<file path="src/rtl/stepgen_pkg.sv">
// Shared types and default constants for the step/direction generator.
// Timing defaults assume a 50 MHz system clock.
package stepgen_pkg;

  localparam int RATE_W_DEF     = 24;
  localparam int ACC_W_DEF      = 32;
  localparam int POS_W_DEF      = 32;
  localparam int STEP_LEN_DEF   = 250;
  localparam int STEP_SPACE_DEF = 250;
  localparam int DIR_SETUP_DEF  = 100;
  localparam int CNT_W          = 16;

  typedef enum logic [1:0] {
    IDLE,
    DIR_CHG,
    STEP_HI,
    STEP_LO
  } state_e;

endpackage

</file>
<file path="src/rtl/stepgen_dds.sv">
// Rate register, DDS phase accumulator and the single-entry step request slot.
// A carry is registered, then becomes a pending request on the following edge.
module stepgen_dds
  import stepgen_pkg::*;
#(
  parameter int RATE_W = RATE_W_DEF,
  parameter int ACC_W  = ACC_W_DEF
) (
  input  logic              clk_i,
  input  logic              reset_i,
  input  logic              enable_i,
  input  logic [RATE_W-1:0] rate_cmd_i,
  input  logic              rate_load_i,
  input  logic              take_i,
  input  logic              overrun_clr_i,
  output logic              pending_o,
  output logic              pend_dir_o,
  output logic              overrun_o
);

  localparam logic [RATE_W-1:0] RATE_MIN = {1'b1, {(RATE_W-1){1'b0}}};
  localparam logic [RATE_W-1:0] RATE_MAX = {1'b0, {(RATE_W-1){1'b1}}};

  logic [RATE_W-1:0] rate_q, rate_d;
  logic [RATE_W-1:0] mag;
  logic [ACC_W-1:0]  acc_q, acc_d;
  logic [ACC_W:0]    sum;
  logic              carry_q, carry_d;
  logic              pending_q, pending_d;
  logic              pend_dir_q, pend_dir_d;
  logic              overrun_q, overrun_d;

  always_comb begin
    rate_d = rate_load_i ? rate_cmd_i : rate_q;

    // The most negative rate has no positive twin, so it saturates.
    if (rate_q == RATE_MIN)      mag = RATE_MAX;
    else if (rate_q[RATE_W-1])   mag = -rate_q;
    else                         mag = rate_q;

    sum     = {1'b0, acc_q} + (ACC_W+1)'(mag);
    acc_d   = enable_i ? sum[ACC_W-1:0] : '0;
    carry_d = enable_i & sum[ACC_W];

    pending_d  = take_i ? 1'b0 : pending_q;
    pend_dir_d = pend_dir_q;
    overrun_d  = overrun_clr_i ? 1'b0 : overrun_q;
    if (carry_q) begin
      if (pending_q) begin
        overrun_d = 1'b1;
      end else begin
        pending_d  = 1'b1;
        pend_dir_d = rate_q[RATE_W-1];
      end
    end
  end

  always_ff @(posedge clk_i) begin
    if (reset_i) begin
      rate_q     <= '0;
      acc_q      <= '0;
      carry_q    <= 1'b0;
      pending_q  <= 1'b0;
      pend_dir_q <= 1'b0;
      overrun_q  <= 1'b0;
    end else begin
      rate_q     <= rate_d;
      acc_q      <= acc_d;
      carry_q    <= carry_d;
      pending_q  <= pending_d;
      pend_dir_q <= pend_dir_d;
      overrun_q  <= overrun_d;
    end
  end

  assign pending_o  = pending_q;
  assign pend_dir_o = pend_dir_q;
  assign overrun_o  = overrun_q;

endmodule

</file>
<file path="src/rtl/stepgen_dir.sv">
// Step/direction generator top: pulse timing FSM and commanded-position counter.
// Each timed state loads N-1 on entry and lasts exactly N clocks.
module stepgen_dir
  import stepgen_pkg::*;
#(
  parameter int RATE_W     = RATE_W_DEF,
  parameter int ACC_W      = ACC_W_DEF,
  parameter int POS_W      = POS_W_DEF,
  parameter int STEP_LEN   = STEP_LEN_DEF,
  parameter int STEP_SPACE = STEP_SPACE_DEF,
  parameter int DIR_SETUP  = DIR_SETUP_DEF
) (
  input  logic              CLOCK_50,
  input  logic              reset,
  input  logic              enable,
  input  logic [RATE_W-1:0] rate_cmd,
  input  logic              rate_load,
  input  logic              pos_clr,
  input  logic              overrun_clr,
  output logic              step_out,
  output logic              dir_out,
  output logic              busy,
  output logic [POS_W-1:0]  position,
  output logic              overrun,
  output state_e            state_dbg_o
);

  state_e           state_q, state_d;
  logic [CNT_W-1:0] cnt_q, cnt_d;
  logic             step_q, step_d;
  logic             dir_q, dir_d;
  logic [POS_W-1:0] pos_q, pos_d;
  logic             issue;
  logic             take;
  logic             pending;
  logic             pend_dir;

  stepgen_dds #(
    .RATE_W (RATE_W),
    .ACC_W  (ACC_W)
  ) u_dds (
    .clk_i         (CLOCK_50),
    .reset_i       (reset),
    .enable_i      (enable),
    .rate_cmd_i    (rate_cmd),
    .rate_load_i   (rate_load),
    .take_i        (take),
    .overrun_clr_i (overrun_clr),
    .pending_o     (pending),
    .pend_dir_o    (pend_dir),
    .overrun_o     (overrun)
  );

  always_comb begin
    state_d = state_q;
    cnt_d   = cnt_q;
    step_d  = step_q;
    dir_d   = dir_q;
    pos_d   = pos_q;
    issue   = 1'b0;
    take    = 1'b0;

    case (state_q)
      IDLE: begin
        if (pending) begin
          if (pend_dir != dir_q) begin
            dir_d   = pend_dir;
            state_d = DIR_CHG;
            cnt_d   = CNT_W'(DIR_SETUP - 1);
          end else begin
            issue = 1'b1;
          end
        end
      end
      DIR_CHG: begin
        if (cnt_q == '0) issue = 1'b1;
        else             cnt_d = cnt_q - 1'b1;
      end
      STEP_HI: begin
        if (cnt_q == '0) begin
          state_d = STEP_LO;
          step_d  = 1'b0;
          cnt_d   = CNT_W'(STEP_SPACE - 1);
        end else begin
          cnt_d = cnt_q - 1'b1;
        end
      end
      STEP_LO: begin
        if (cnt_q == '0) state_d = IDLE;
        else             cnt_d   = cnt_q - 1'b1;
      end
      default: state_d = IDLE;
    endcase

    if (issue) begin
      state_d = STEP_HI;
      cnt_d   = CNT_W'(STEP_LEN - 1);
      step_d  = 1'b1;
      take    = 1'b1;
      pos_d   = pend_dir ? pos_q - POS_W'(1) : pos_q + POS_W'(1);
    end

    // A clear overrides a same-cycle step count.
    if (pos_clr) pos_d = '0;
  end

  always_ff @(posedge CLOCK_50) begin
    if (reset) begin
      state_q <= IDLE;
      cnt_q   <= '0;
      step_q  <= 1'b0;
      dir_q   <= 1'b0;
      pos_q   <= '0;
    end else begin
      state_q <= state_d;
      cnt_q   <= cnt_d;
      step_q  <= step_d;
      dir_q   <= dir_d;
      pos_q   <= pos_d;
    end
  end

  assign step_out    = step_q;
  assign dir_out     = dir_q;
  assign busy        = (state_q != IDLE);
  assign position    = pos_q;
  assign state_dbg_o = state_q;

endmodule
</file>
<file path="config.mk">
export PLATFORM = sky130hd
export DESIGN_NAME = stepgen_dir
export DESIGN_NICKNAME = d
export VERILOG_FILES = /design/src/rtl/stepgen_pkg.sv /design/src/rtl/stepgen_dds.sv /design/src/rtl/stepgen_dir.sv
export SDC_FILE = /design/constraint.sdc
export NUM_CORES = 1
export LEC_CHECK = 0
export ABC_AREA = 1
export CORE_ASPECT_RATIO = 0.7
export CORE_MARGIN = 2
export CORE_UTILIZATION = 60
export DETAILED_ROUTE_END_ITERATION = 10
export PLACE_DENSITY = 0.9
export SLEW_MARGIN = 20
export SYNTH_ARGS = -nofsm -noshare
export SYNTH_HDL_FRONTEND = slang
export SYNTH_SLANG_ARGS = --single-unit
</file>
<file path="constraint.sdc">
create_clock -name CLOCK_50 -period 3.7 [get_ports CLOCK_50]
set_clock_uncertainty 0.05 [all_clocks]
set_input_delay 0.74 -clock CLOCK_50 [delete_from_list [all_inputs] [get_ports CLOCK_50]]
set_output_delay 0.74 -clock CLOCK_50 [all_outputs]
set_load 0.01 [all_outputs]
</file>
==> summary.md <==
| Metric | Value |
|---|---|
| GRT Total Usage | 32.0% |
| Filler cells | 1,346 |
| Worst vdd ir | 0.264 mV |
| Final instance area | 0.0102 mm² |
| Mapped Area | 0.00900 mm² |
| Outcome | finished, final reports clean |
| CP peak stage delay | 360 ps |
| Seq/Total Area, Yosys | 24.9% |
| Synth Area in Adders | 8.78% |
| Die Area | 0.0160 mm² |
| Initial drt markers | 1,188 |
| R2r startpoint | u_dds.rate_q[1]$_SDFFE_PP0P_ |
| Async set-reset flop share out of synthesis | 0% |
| Post-synth net total | 1,627 |
| R2r setup slk | 360 ps |
| Via density | 5.39 |
| Required time worst endpoint | 3910 ps |
| Synth cell types | 44 |
| Worst-Skew Late Latency | 360 ps |
| Main combinational cell family by area after synthesis | simple AND/OR/NAND/NOR gates |
| I/O pins | 68 |
| Critical path class | reg -> reg |
| Compound-Gate Fraction of Synth Area | 13.2% |
| Die Y-Extent | 106 µm |
| Residual DRC | 0 |
| Critical path's most frequent cell | nand2_1 |
| Pwr/cell area | 271 mW/mm² |
| Clock period minus worst slack | 3340 ps |
| Commonest cells post-synth | nand2_1, inv_1, nor2_1 |
| Largest area contributor in the netlist | dfxtp_1 |
| Root Buffer | clkbuf_16 |
| Reg2reg path depth | 21 |
| Site row count | 37 |
| Hold WC Path Type | reg -> reg |
| Yosys reg bits | 112 |
| Fmax | 0.299 GHz |
| Post-synthesis cell count | 1,535 |
| Antenna viol nets, final | 0 |
| Drt first pass iters | 5 |
| I/O Buffers | 67 |
| CTS tree | built |
| Max-slew headroom | 49.9% |
| Hold path endpoint | u_dds.carry_q$_SDFF_PP0_ |
| Post-synth EDFFs | 0 |
| Area Overhead vs Synth | 13.1% |
| Fin crit share | 90.3% |
| Crit path DAT | 3550 ps |
| Crit start category | register |
| Sink count of the clock tree | 112 |
| CTS HTree Levels | 3 |
| Post-Synth XOR/XNOR Area | 2.82% |
| Placed inst area | 0.00987 mm² |
| MaxCap Viol Count | 0 |
| Cts bufs inserted | 9 |
| Drt wl/cell | 14.0 µm |
| Mean Syn Cell Area | 5.86 µm² |
| Top-count cell post-synth | nand2_1 |
| Layout cells sized above 1 | 3.55% |
| Gp weighted congestion | 0.996 |
| Synth Flop Type | dfxtp_1 |
| Final slew viol count | 0 |
| Drt total wl | 25.2 mm |
| Antenna violations before repair | 0 |
| Post-Synth Simple-Gate Area | 37.5% |
| # nets final | 1,692 |
| Vias after detailed routing | 9,699 |
| Vias in the first global route | 8,442 |
| CP Cell Sequence | inv_1, ha_1, nand4_1, nor2_2, nand2_1, nor4_2, nand2_1, nand2_1, ha_1, inv_1, fa_1, inv_1, nand2_1, a21oi_4, nand2_1, nand2_1, nand2_1, nand2_1, nand3_1, a21oi_1, nor2_1 |
| Starting density of the core | 61.3% |
| Post-DP HPWL | 19.7 mm |
| CTS Buffer Depth | 2 |
| Buf/Inv on CP | 3 |
| Flip-flop and latch area | 0.00224 mm² |
| Hold Path Cell Cnt | 2 |
| Post-CTS setup buffers | 0 |
| Grt total ovfl | 0 |
| Worst slew pin tran | 751 ps |
| Leakage power | 5.36 nW |
| Die W | 150 µm |
| CP delay by family, top | simple AND/OR/NAND/NOR gates |
| Clock transition at path regs | 80 ps |
| Pin count of the biggest net entering global routing | 63 |
| Worst setup EP type | register |
| Slowest cell on crit path | fa_1 |
| Min-Delay Startpoint | u_dds.acc_q[31]$_SDFF_PP0_ |
| Final hold violation count | 0 |
| Core footprint | 0.0147 mm² |
| Top cells by area, synth | dfxtp_1, nand2_1, inv_1, ha_1, nor2_1 |
| Reg2reg end | u_dds.acc_q[18]$_SDFF_PP0_ |
| Multi-input gate area | 0.00563 mm² |
| First-pass GRT wire length | 41.2 mm |
| Warnings, synthesis | 0 |
| Hold WS | 418 ps |
| Mux share of post-synthesis cell area | 0% |
| Synth top area share | 24.9% |
| CP Max Fanout | 5 |
| Setup-failing EPs final | 0 |
| ANT cells | 0 |
-- stage by stage --
step | instances | TNS (ps) | power [mW] | utilization [%] | setup slack (ps)
after floorplan | 1535 | 0 | 1.61 | - | 602
after global placement | 1784 | 0 | 1.76 | 67.3 | 443
after detailed placement | 1784 | 0 | 1.77 | 67.3 | 265
after CTS | 1800 | 0 | 2.75 | 69.3 | 249
after global routing | 1800 | -28.3 | 2.87 | 69.4 | -17.2
final | 1800 | 0 | 2.76 | 69.4 | 360
-- sequential cells by signal (all words and copies together) (netlist names) --
| register | count |
|---|---|
| state_dbg_o | 2 |
| u_dds.rate_q | 24 |
| cnt_q | 16 |
| u_dds.pending_o | 1 |
| dir_out | 1 |
| u_dds.acc_q | 32 |
| step_out | 1 |
| u_dds.carry_q | 1 |
| position | 32 |
| u_dds.overrun_o | 1 |
| u_dds.pend_dir_o | 1 |
-- metal layers --
| metal | wire length [µm] | track usage [%] | part of all wire, % | vias to the layer above |
|---|---|---|---|---|
| li1 | - | - | - | 4970 |
| met1 | 12800 | 52.1 | 51 | 4306 |
| met2 | 9460 | 43.5 | 38 | 410 |
| met3 | 2820 | 6.35 | 11 | 13 |
| met4 | 130 | 4.04 | 0.52 | 0 |
| met5 | 0 | 0 | 0 | - |
-- cell usage in the layout, fill, tap and decap left out, types with 3 or more instances in the layout --
cell type,netlist,layout
o211ai_1,3,3
or2_2,5,5
inv_2,7,7
nor2_1,168,166
and2_1,6,6
nand3b_1,3,3
nand4_1,16,16
a21o_1,3,3
o21bai_1,6,6
nor2_2,4,6
a21oi_1,108,107
inv_1,262,262
dfxtp_1,112,112
clkdlybuf4s50_1,0,67
o21a_1,4,4
ha_1,60,60
nor3_1,20,20
xnor2_1,10,10
clkbuf_16,0,9
nand3_1,100,100
nand2_1,471,471
o21ai_0,94,93
xor2_1,19,19
o21ai_1,5,6
nor4_1,3,3
buf_4,3,11
inv_6,0,3
-- worst min-delay path, stage by stage, from the launching register on --
cell and delay (ps):
dfxtp_1 330, nand2_1 70, nor3_1 40
-- layout make-up --
cell class	instances	share of cell area, %
tap	195	2.40
sequential	112	22.0
clock buffer	9	2.21
multi-input combinational	1128	55.2
inverter	271	10.0
timing repair buffer	78	7.40
clock inverter	7	0.737
-- kinds of logic after synthesis --
family,after synthesis
flip-flops,112
adder cells (fa/ha/maj),62
AO/OA/AOI/OAI,228
buffers and inverters,295
AND/OR/NAND/NOR,809
XOR/XNOR,29
-- power breakdown --
group / internal, mW / switching [mW] / total, mW
clock: 0.479 / 0.513 / 0.991
sequential: 1.24 / 0.0294 / 1.27
combinational: 0.169 / 0.327 / 0.495
-- worst max path at each step --
stage | depth (start not counted) | slack [ps] | endpoint | from
detailed placement | 21 | 260 | u_dds.acc_q[18]$_SDFF_PP0_ | u_dds.rate_q[1]$_SDFFE_PP0P_
global placement | 21 | 440 | u_dds.acc_q[18]$_SDFF_PP0_ | u_dds.rate_q[0]$_SDFFE_PP0P_
CTS | 21 | 250 | u_dds.acc_q[18]$_SDFF_PP0_ | u_dds.rate_q[1]$_SDFFE_PP0P_
global route | 20 | -20 | u_dds.carry_q$_SDFF_PP0_ | u_dds.rate_q[1]$_SDFFE_PP0P_
floorplan | 22 | 600 | u_dds.acc_q[18]$_SDFF_PP0_ | u_dds.rate_q[0]$_SDFFE_PP0P_
finish | 21 | 360 | u_dds.acc_q[18]$_SDFF_PP0_ | u_dds.rate_q[1]$_SDFFE_PP0P_
-- repair_timing --
item | in CTS | in global routing
endpoints found under the setup margin | 0 | 16
resized for setup | 0 | 4
hold endpoints to repair | 0 | 0
hold buffers | 0 | 0
(Power assumes the default switching activity.)
